[src/rtl/spectro_pkg.sv]
// Shared constants, word indices and receiver state type for the spectrogram frame link.
package spectro_pkg;

    localparam int WORD_W    = 12;
    localparam int NUM_WORDS = 16;

    localparam logic [3:0] IDX_RTC  = 4'd0;
    localparam logic [3:0] IDX_CH1  = 4'd1;
    localparam logic [3:0] IDX_CH2  = 4'd2;
    localparam logic [3:0] IDX_CH3  = 4'd3;
    localparam logic [3:0] IDX_CH4  = 4'd4;
    localparam logic [3:0] IDX_CH5  = 4'd5;
    localparam logic [3:0] IDX_CH6  = 4'd6;
    localparam logic [3:0] IDX_CH7  = 4'd7;
    localparam logic [3:0] IDX_CH8  = 4'd8;
    localparam logic [3:0] IDX_CH9  = 4'd9;
    localparam logic [3:0] IDX_CH10 = 4'd10;
    localparam logic [3:0] IDX_CH11 = 4'd11;
    localparam logic [3:0] IDX_CH12 = 4'd12;
    localparam logic [3:0] IDX_CH13 = 4'd13;
    localparam logic [3:0] IDX_CH14 = 4'd14;
    localparam logic [3:0] IDX_CH15 = 4'd15;

    typedef enum logic {
        IDLE = 1'b0,
        RECV = 1'b1
    } rx_state_t;

endpackage

[src/rtl/spectro_frame_rx_if.sv]
// Serial link, word strobe and frame-buffer read signals of the frame receiver.
interface spectro_frame_rx_if #(
    parameter int WORD_W = 12
);
    logic              sdata;
    logic              frame_sync;
    logic [WORD_W-1:0] word_data;
    logic [3:0]        word_index;
    logic              word_valid;
    logic              frame_done;
    logic              frame_error;
    logic [3:0]        rd_addr;
    logic [WORD_W-1:0] rd_data;

    modport master (
        output sdata, frame_sync, rd_addr,
        input  word_data, word_index, word_valid, frame_done, frame_error, rd_data
    );

    modport slave (
        input  sdata, frame_sync, rd_addr,
        output word_data, word_index, word_valid, frame_done, frame_error, rd_data
    );
endinterface

[src/rtl/spectro_sipo.sv]
// Serial-in/parallel-out word assembler; the parallel output already includes the bit on din.
module spectro_sipo #(
    parameter int WIDTH = 12
) (
    input  logic             clk,
    input  logic             clr,
    input  logic             shift_en,
    input  logic             din,
    output logic [WIDTH-1:0] par
);
    // Only WIDTH-1 history bits are kept: the word is complete while its LSB is on din.
    logic [WIDTH-2:0] hist;

    always_ff @(posedge clk) begin
        if (clr) begin
            hist <= '0;
        end else if (shift_en) begin
            hist <= par[WIDTH-2:0];
        end
    end

    assign par = {hist, din};

endmodule

[src/rtl/spectro_frame_rx.sv]
// Frame receiver: deserializes 16 x 12-bit words into a live bank, strobes each word out.
// Define SPECTRO_RX_SHADOW_EN to add a shadow bank committed on frame_done and read via rd_data.
//
// state | meaning
// IDLE  | waiting for frame_sync, sdata ignored
// RECV  | shifting bits of the current frame
module spectro_frame_rx #(
    parameter int WORD_W    = spectro_pkg::WORD_W,
    parameter int NUM_WORDS = spectro_pkg::NUM_WORDS
) (
    input logic                clk,
    input logic                reset,
    spectro_frame_rx_if.slave  bus
);
    import spectro_pkg::*;

    localparam logic [3:0] BIT_LAST  = 4'(WORD_W - 1);
    localparam logic [3:0] WORD_LAST = 4'(NUM_WORDS - 1);

    rx_state_t         state;
    rx_state_t         state_nx;
    logic [3:0]        bit_cnt;
    logic [3:0]        word_cnt;
    logic [WORD_W-1:0] word_par;

    logic shift_en;
    logic restart;
    logic word_fire;
    logic frame_fire;
    logic err_fire;

    logic [WORD_W-1:0] word_data;
    logic [3:0]        word_index;
    logic              word_valid;
    logic              frame_done;
    logic              frame_error;
    logic [WORD_W-1:0] live_bank [NUM_WORDS];

    spectro_sipo #(.WIDTH(WORD_W)) u_sipo (
        .clk      (clk),
        .clr      (reset),
        .shift_en (shift_en),
        .din      (bus.sdata),
        .par      (word_par)
    );

    always_ff @(posedge clk) begin
        if (reset) begin
            state <= IDLE;
        end else begin
            state <= state_nx;
        end
    end

    always_comb begin
        state_nx = state;
        case (state)
            IDLE: if (bus.frame_sync) state_nx = RECV;
            RECV: if (!bus.frame_sync && bit_cnt == BIT_LAST && word_cnt == WORD_LAST)
                      state_nx = IDLE;
            default: state_nx = IDLE;
        endcase
    end

    // A sync in RECV restarts the frame and suppresses any word that would have completed.
    always_comb begin
        shift_en   = 1'b0;
        restart    = 1'b0;
        word_fire  = 1'b0;
        frame_fire = 1'b0;
        err_fire   = 1'b0;
        case (state)
            IDLE: begin
                if (bus.frame_sync) begin
                    shift_en = 1'b1;
                    restart  = 1'b1;
                end
            end
            RECV: begin
                shift_en = 1'b1;
                if (bus.frame_sync) begin
                    restart  = 1'b1;
                    err_fire = 1'b1;
                end else if (bit_cnt == BIT_LAST) begin
                    word_fire  = 1'b1;
                    frame_fire = (word_cnt == WORD_LAST);
                end
            end
            default: ;
        endcase
    end

    always_ff @(posedge clk) begin
        if (reset) begin
            bit_cnt     <= '0;
            word_cnt    <= '0;
            word_data   <= '0;
            word_index  <= '0;
            word_valid  <= 1'b0;
            frame_done  <= 1'b0;
            frame_error <= 1'b0;
            for (int i = 0; i < NUM_WORDS; i++) begin
                live_bank[i] <= '0;
            end
        end else begin
            word_valid  <= word_fire;
            frame_done  <= frame_fire;
            frame_error <= err_fire;

            if (restart) begin
                bit_cnt  <= 4'd1;
                word_cnt <= '0;
            end else if (word_fire) begin
                bit_cnt  <= '0;
                word_cnt <= frame_fire ? 4'd0 : word_cnt + 4'd1;
            end else if (shift_en) begin
                bit_cnt <= bit_cnt + 4'd1;
            end

            if (word_fire) begin
                word_data           <= word_par;
                word_index          <= word_cnt;
                live_bank[word_cnt] <= word_par;
            end
        end
    end

`ifdef SPECTRO_RX_SHADOW_EN
    logic [WORD_W-1:0] shadow_bank [NUM_WORDS];

    // The final word is taken straight from the shifter since the live bank gets it on the same edge.
    always_ff @(posedge clk) begin
        if (reset) begin
            for (int i = 0; i < NUM_WORDS; i++) begin
                shadow_bank[i] <= '0;
            end
        end else if (frame_fire) begin
            for (int i = 0; i < NUM_WORDS; i++) begin
                shadow_bank[i] <= (4'(i) == word_cnt) ? word_par : live_bank[i];
            end
        end
    end

    assign bus.rd_data = shadow_bank[bus.rd_addr];
`else
    assign bus.rd_data = live_bank[bus.rd_addr];
`endif

    assign bus.word_data   = word_data;
    assign bus.word_index  = word_index;
    assign bus.word_valid  = word_valid;
    assign bus.frame_done  = frame_done;
    assign bus.frame_error = frame_error;

endmodule

[src/flat_wrapper.sv]
// flat-port wrapper written by rule: the top's interface ports become plain ports
module spectro_frame_rx_flat import spectro_pkg::*;
#(
    parameter int WORD_W    = spectro_pkg::WORD_W,
    parameter int NUM_WORDS = spectro_pkg::NUM_WORDS
)
  (clk, reset, bus_sdata, bus_frame_sync, bus_rd_addr, bus_word_data, bus_word_index, bus_word_valid, bus_frame_done, bus_frame_error, bus_rd_data);
  spectro_frame_rx_if #(.WORD_W(WORD_W)) bus_i ();
  input logic clk;
  input logic reset;
  input wire logic [$bits(bus_i.sdata)-1:0] bus_sdata;
  input wire logic [$bits(bus_i.frame_sync)-1:0] bus_frame_sync;
  input wire logic [$bits(bus_i.rd_addr)-1:0] bus_rd_addr;
  output wire logic [$bits(bus_i.word_data)-1:0] bus_word_data;
  output wire logic [$bits(bus_i.word_index)-1:0] bus_word_index;
  output wire logic [$bits(bus_i.word_valid)-1:0] bus_word_valid;
  output wire logic [$bits(bus_i.frame_done)-1:0] bus_frame_done;
  output wire logic [$bits(bus_i.frame_error)-1:0] bus_frame_error;
  output wire logic [$bits(bus_i.rd_data)-1:0] bus_rd_data;
  assign bus_i.sdata = bus_sdata;
  assign bus_i.frame_sync = bus_frame_sync;
  assign bus_i.rd_addr = bus_rd_addr;
  assign bus_word_data = bus_i.word_data;
  assign bus_word_index = bus_i.word_index;
  assign bus_word_valid = bus_i.word_valid;
  assign bus_frame_done = bus_i.frame_done;
  assign bus_frame_error = bus_i.frame_error;
  assign bus_rd_data = bus_i.rd_data;
  spectro_frame_rx #(.WORD_W(WORD_W), .NUM_WORDS(NUM_WORDS)) u_core (.clk(clk), .reset(reset), .bus(bus_i));
endmodule
[config.mk]
export PLATFORM = sky130hd
export DESIGN_NAME = spectro_frame_rx_flat
export DESIGN_NICKNAME = d
export VERILOG_FILES = /design/src/rtl/spectro_pkg.sv /design/src/rtl/spectro_frame_rx_if.sv /design/src/rtl/spectro_sipo.sv /design/src/rtl/spectro_frame_rx.sv /design/src/flat_wrapper.sv
export SDC_FILE = /design/constraint.sdc
export NUM_CORES = 1
export LEC_CHECK = 0
export ABC_AREA = 1
export BUFFER_PORTS_ARGS = -buffer_cell sky130_fd_sc_hd__clkbuf_2
export CORE_MARGIN = 1.5
export CORE_UTILIZATION = 38
export DETAILED_ROUTE_END_ITERATION = 16
export SLEW_MARGIN = 25
export SYNTH_ARGS = -nofsm -noshare
export SYNTH_HDL_FRONTEND = slang
export SYNTH_SLANG_ARGS = --single-unit
[constraint.sdc]
create_clock -name clk -period 2.45 [get_ports clk]
set_input_delay 0.1225 -clock clk [delete_from_list [all_inputs] [get_ports clk]]
set_output_delay 0.1225 -clock clk [all_outputs]
set_load 0.03 [all_outputs]
==> Word-level counts from Yosys, hierarchy flattened <==
Memories as Yosys holds them, arrays and structs flattened.
Cells that the tools add are included.
{ "classes": {"n_addsub": 2, "n_eq_ne": 2, "mux": 22, "bitwise_logic": 1, "reduce_logical": 8} }
{ "op_table": {"columns": ["op", "n"], "rows": [
  ["1-bit two-way mux", 17],
  ["12-bit two-way mux", 1],
  ["12-bit OR reduction", 1],
  ["4-bit by 1-bit adder with 4-bit output (second input constant)", 2],
  ["4-bit == test (second input constant)", 2],
  ["4-bit two-way mux", 2],
  ["1-bit one-hot mux with 2 select lines", 2],
  ["2-bit OR reduction", 2],
  ["3-bit nonzero test", 1],
  ["3-bit OR reduction", 1],
  ["1-bit logical AND", 2],
  ["1-bit logical NOT", 1],
  ["1-bit inverter", 1]
]} }
{ "totals": {"register_bits": 39, "ram_bits": 192, "inputBits": 8, "mem_count": 1} }
{ "memory_table": {"columns": ["name", "depth", "width", "read_ports", "rd_clocked_by_memory_dff", "wr", "line_no", "source"], "rows": [
  ["u_core.live_bank", 16, 12, 1, 0, 16, "spectro_frame_rx.sv:37", "logic [WORD_W-1:0] live_bank [NUM_WORDS];"]
]} }

==> Logic depth before layout (Yosys ltp) <==
{ "depth": {"depth_word": 9, "ltp_mapped": 10} }

==> Hierarchy <==
A second synthesis with hierarchy kept.
{ "unflattened": {"hier_cells": 1229, "area_unflattened_um2": 10769.1} }
{ "modules_own_cells": {"columns": ["mod", "n_inst", "cells_per_inst", "area_per_inst_um2", "seq_area_each_um2"], "rows": [
  ["spectro_frame_rx", 1, 1158, 10303.6, 6326.1],
  ["spectro_sipo", 1, 71, 465.4, 220.2]
]} }

==> Worst setup path after synthesis <==
No wires, ideal clock.
{ "synth_timing": {"path_kind": "reg-to-reg", "from": "reg u_core.bit_cnt[0]", "to": "mem u_core.live_bank[8][0] (enable)", "arrival_ns": 1.595, "slack_ns": 0.505, "stages_incl_launch_ff": 11, "synth_period_minus_slack_ns": 1.945, "path_cell_list": "dfxtp_1 > ha_1 > nand2_1 > inv_1 > nand3_2 > clkinv_2 > nand2_4 > nor2_4 > nand2_1 > buf_2 > nand2_1"} }
{ "synth_lines": {"columns": ["item", "line_no", "source"], "rows": [
  ["start, declared", "spectro_frame_rx.sv:22", "logic [3:0] bit_cnt;"],
  ["start signal, assigned", "spectro_frame_rx.sv:117", "bit_cnt <= bit_cnt + 4'd1;"],
  ["end, declared", "spectro_frame_rx.sv:37", null]
]} }

==> reports/qor.txt <==
DR WL/cell: 16.3 um
Starting Density: 0.389
clk_lat worst skew: 0.51 ns
ys flop type: edfxtp_1
Critical Path Start Type: flip-flop
status: finished clean
post-route ant nets: 0
Clock transition at path regs: 0.06 ns
first-pass GRT wire length: 41400 um
post-CTS setup buffer count: 0
Syn Inst Count: 1190
# IOs: 39
Synth Net Count: 1203
Final Max Slew Viols: 0
max-cap viol count: 0
final setup violation count: 0
# fillers: 2600
worst setup margin: 0.340 ns
drt first-iter violations: 725
vias in the first global route: 7463
nets: 1237
sw frac: 0.235
Slew @ Worst Pin: 0.735 ns
GRT overflow: 0
Max IR drop VDD: 431 uV
Sum Neg Setup Slack: 0 ns
initial antenna violation count: 0
die area: 0.0287 mm^2
post-CTS resize count: 0
Net Sw Power: 2.08 mW
RePlAce Congestion: 0.798
Worst slew margin: 0.510
ys async rst share: 0
leading area contributor after synthesis: edfxtp_1
Post-synth top cells: 346 x nand2_1, 205 x nor2_1, 192 x edfxtp_1
Reg power frac: 0.502
die height: 169 um
mapped cell area: 0.0105 mm^2
Critical Path RT: 2.60 ns
clock root buffer: clkbuf_16
cell with the most instances after synthesis: nand2_1
buffer and inverter count on the worst path: 2
Min-Delay Path Class: input port to flip-flop
# port buffers: 38
post-synth top area share: 0.548
leakage power: 5.04 nW
yosys warns: 0
internal power: 6.77 mW
Seq/Total Area, Yosys: 0.622
main area contributors after synthesis: edfxtp_1 55%, nand2_1 12%, dfxtp_1 7.4%
Netlist cell types: 25
layout cells sized above 1: 0.105
crit path DAT: 2.26 ns
dpl hpwl: 16800 um
critical-path cell list: ha_1, nand2_1, inv_1, nand3_2, clkinv_2, nand2_4, nor2_4, nand2_1, nand2_1
pre-CTS setup slack: 0.328 ns
CTS tree: done
crit-path max FO: 12
# rows: 60
hold depth: 3
Core ar.: 0.0271 mm^2
worst r2r path cells: 9
Critical Path Sink Type: flip-flop
via count: 7707
DRC viols: 0
CP max stage delay: 0.44 ns
H-tree levels: 1
number of synthesized flops with an enable pin: 192
final worst path period share: 0.861
Max Freq: 0.474 GHz
cts bufs inserted: 24
Clk pwr share: 0.414
Tmin final: 2.11 ns
Combinational Power Share: 0.084
power per cell area: 734 mW/mm^2
ANT cells: 0
cell family with most CP delay: simple AND/OR/NAND/NOR gates
Worst path depth: 9
Hold Violations, Final: 0
CP max stage cell: nand2_1
CTS sink count: 231
Layout Cells excl Fill: 1614
Register Area: 0.00655 mm^2
final wirelength: 26300 um
largest net degree at the start of global routing: 49
Crit Path Class: flip-flop to flip-flop
Post-Syn Area per Cell: 8.85 um^2
Placed Cells: 1566
clock skew: 0.00802 ns
drt first pass iters: 5
Layout Utilization: 0.445
hold_ws: 0.373 ns
area of the multi-input gates: 0.00317 mm^2
clk buf depth: 3
vias per cell: 4.78
hold-fix buffers at CTS: 4
unrepaired setup endpoints after global routing: false
CP most frequent cell: nand2_1
die span in x: 169 um
#FFs+latches synth: 231
GRT Overall Usage: 0.187
growth of design area from synthesis to finish: 14.5%
## worst min-delay path, stage by stage
cell,delay (ns)
dlygate4sd3_1,0.52
clkbuf_2,0.14
a21oi_1,0.05
## kinds of logic after synthesis
logic type,share of synthesized area
adders and majority gates,0.00594
and+or+nand+nor,0.264
DFF,0.622
AOI/OAI and AO/OA,0.0290
xor gates and xnor gates,0.00250
buffers and inverters,0.0771
## layout make-up
cell class              count  area share
clock inverters             8     0.00799
well taps                 372      0.0386
flip-flops and latches    231       0.543
repair buffers             84      0.0484
clock buffers              36      0.0581
inverters                 131      0.0409
multi-input cells         752       0.263
## routing by layer
layer | part of all wire | vias up | global-route usage
met3 | 0.053 | 40 | 0.0226
met4 | 0.027 | 0 | 0.0585
li1 | - | 3850 | -
met5 | 0 | - | 0
met2 | 0.47 | 210 | 0.313
met1 | 0.45 | 3607 | 0.256
## sequential cells by signal, indices dropped and copies added (netlist names)
name / count
u_core.live_bank: 192
u_core.bus.word_data: 12
u_core.u_sipo.hist: 11
u_core.bit_cnt: 4
u_core.bus.word_index: 4
u_core.word_cnt: 4
u_core.bus.frame_done: 1
u_core.bus.frame_error: 1
u_core.bus.word_valid: 1
u_core.state: 1
## power by group through the flow
stage | Sequential, mW | Clock (mW) | Combinational [mW]
final | 4.44 | 3.67 | 0.741
after global routing | 4.46 | 3.90 | 0.814
after CTS | 4.44 | 3.73 | 0.745
after detailed placement | 4.53 | 0 | 0.738
after global placement | 4.52 | 0 | 0.734
after floorplan | 4.51 | 0 | 0.468
## placed cells by master (no fill, tap or decap)
cell and instances:
clkinv_1 12, dlygate4sd3_1 4, nand2_4 1, ha_1 5, clkbuf_2 40, buf_4 39
clkinv_2 5, xor2_1 2, inv_1 116, o22ai_1 1, edfxtp_1 192, o21ai_0 26
nand3_1 123, nor2_4 3, dfxtp_1 39, a31oi_1 1, buf_12 3, clkinv_4 1
clkbuf_1 5, a21oi_1 31, buf_2 1, clkinvlp_4 1, nor2_2 2, nand3_2 3
nand2_1 346, bufinv_16 2, o21a_1 1, inv_2 2, clkbuf_16 25, clkbuf_8 3
xnor2_1 1, nand4_1 1, nor2_1 205
## through the flow
step,instance area [um^2],power (mW)
floorplan,10500,4.98
global placement,11200,5.25
detailed placement,11200,5.26
CTS,12100,8.92
global route,12100,9.17
finish,12100,8.85
## worst paths after layout
path,start,to,slack [ns]
worst min register to register,u_core.u_sipo.hist[3]$_SDFFE_PP0P_,u_core.u_sipo.hist[3]$_SDFFE_PP0P_,0.45
worst min-delay path,reset,u_core.bus.word_index[0]$_SDFFE_PP0P_,0.37
worst max-delay path,u_core.bit_cnt[0]$_SDFFE_PP0P_,u_core.live_bank[6][9]$_SDFFCE_PN0P_,0.34
worst max register to register,u_core.bit_cnt[0]$_SDFFE_PP0P_,u_core.live_bank[6][9]$_SDFFCE_PN0P_,0.34
(Power assumes the default switching activity.)
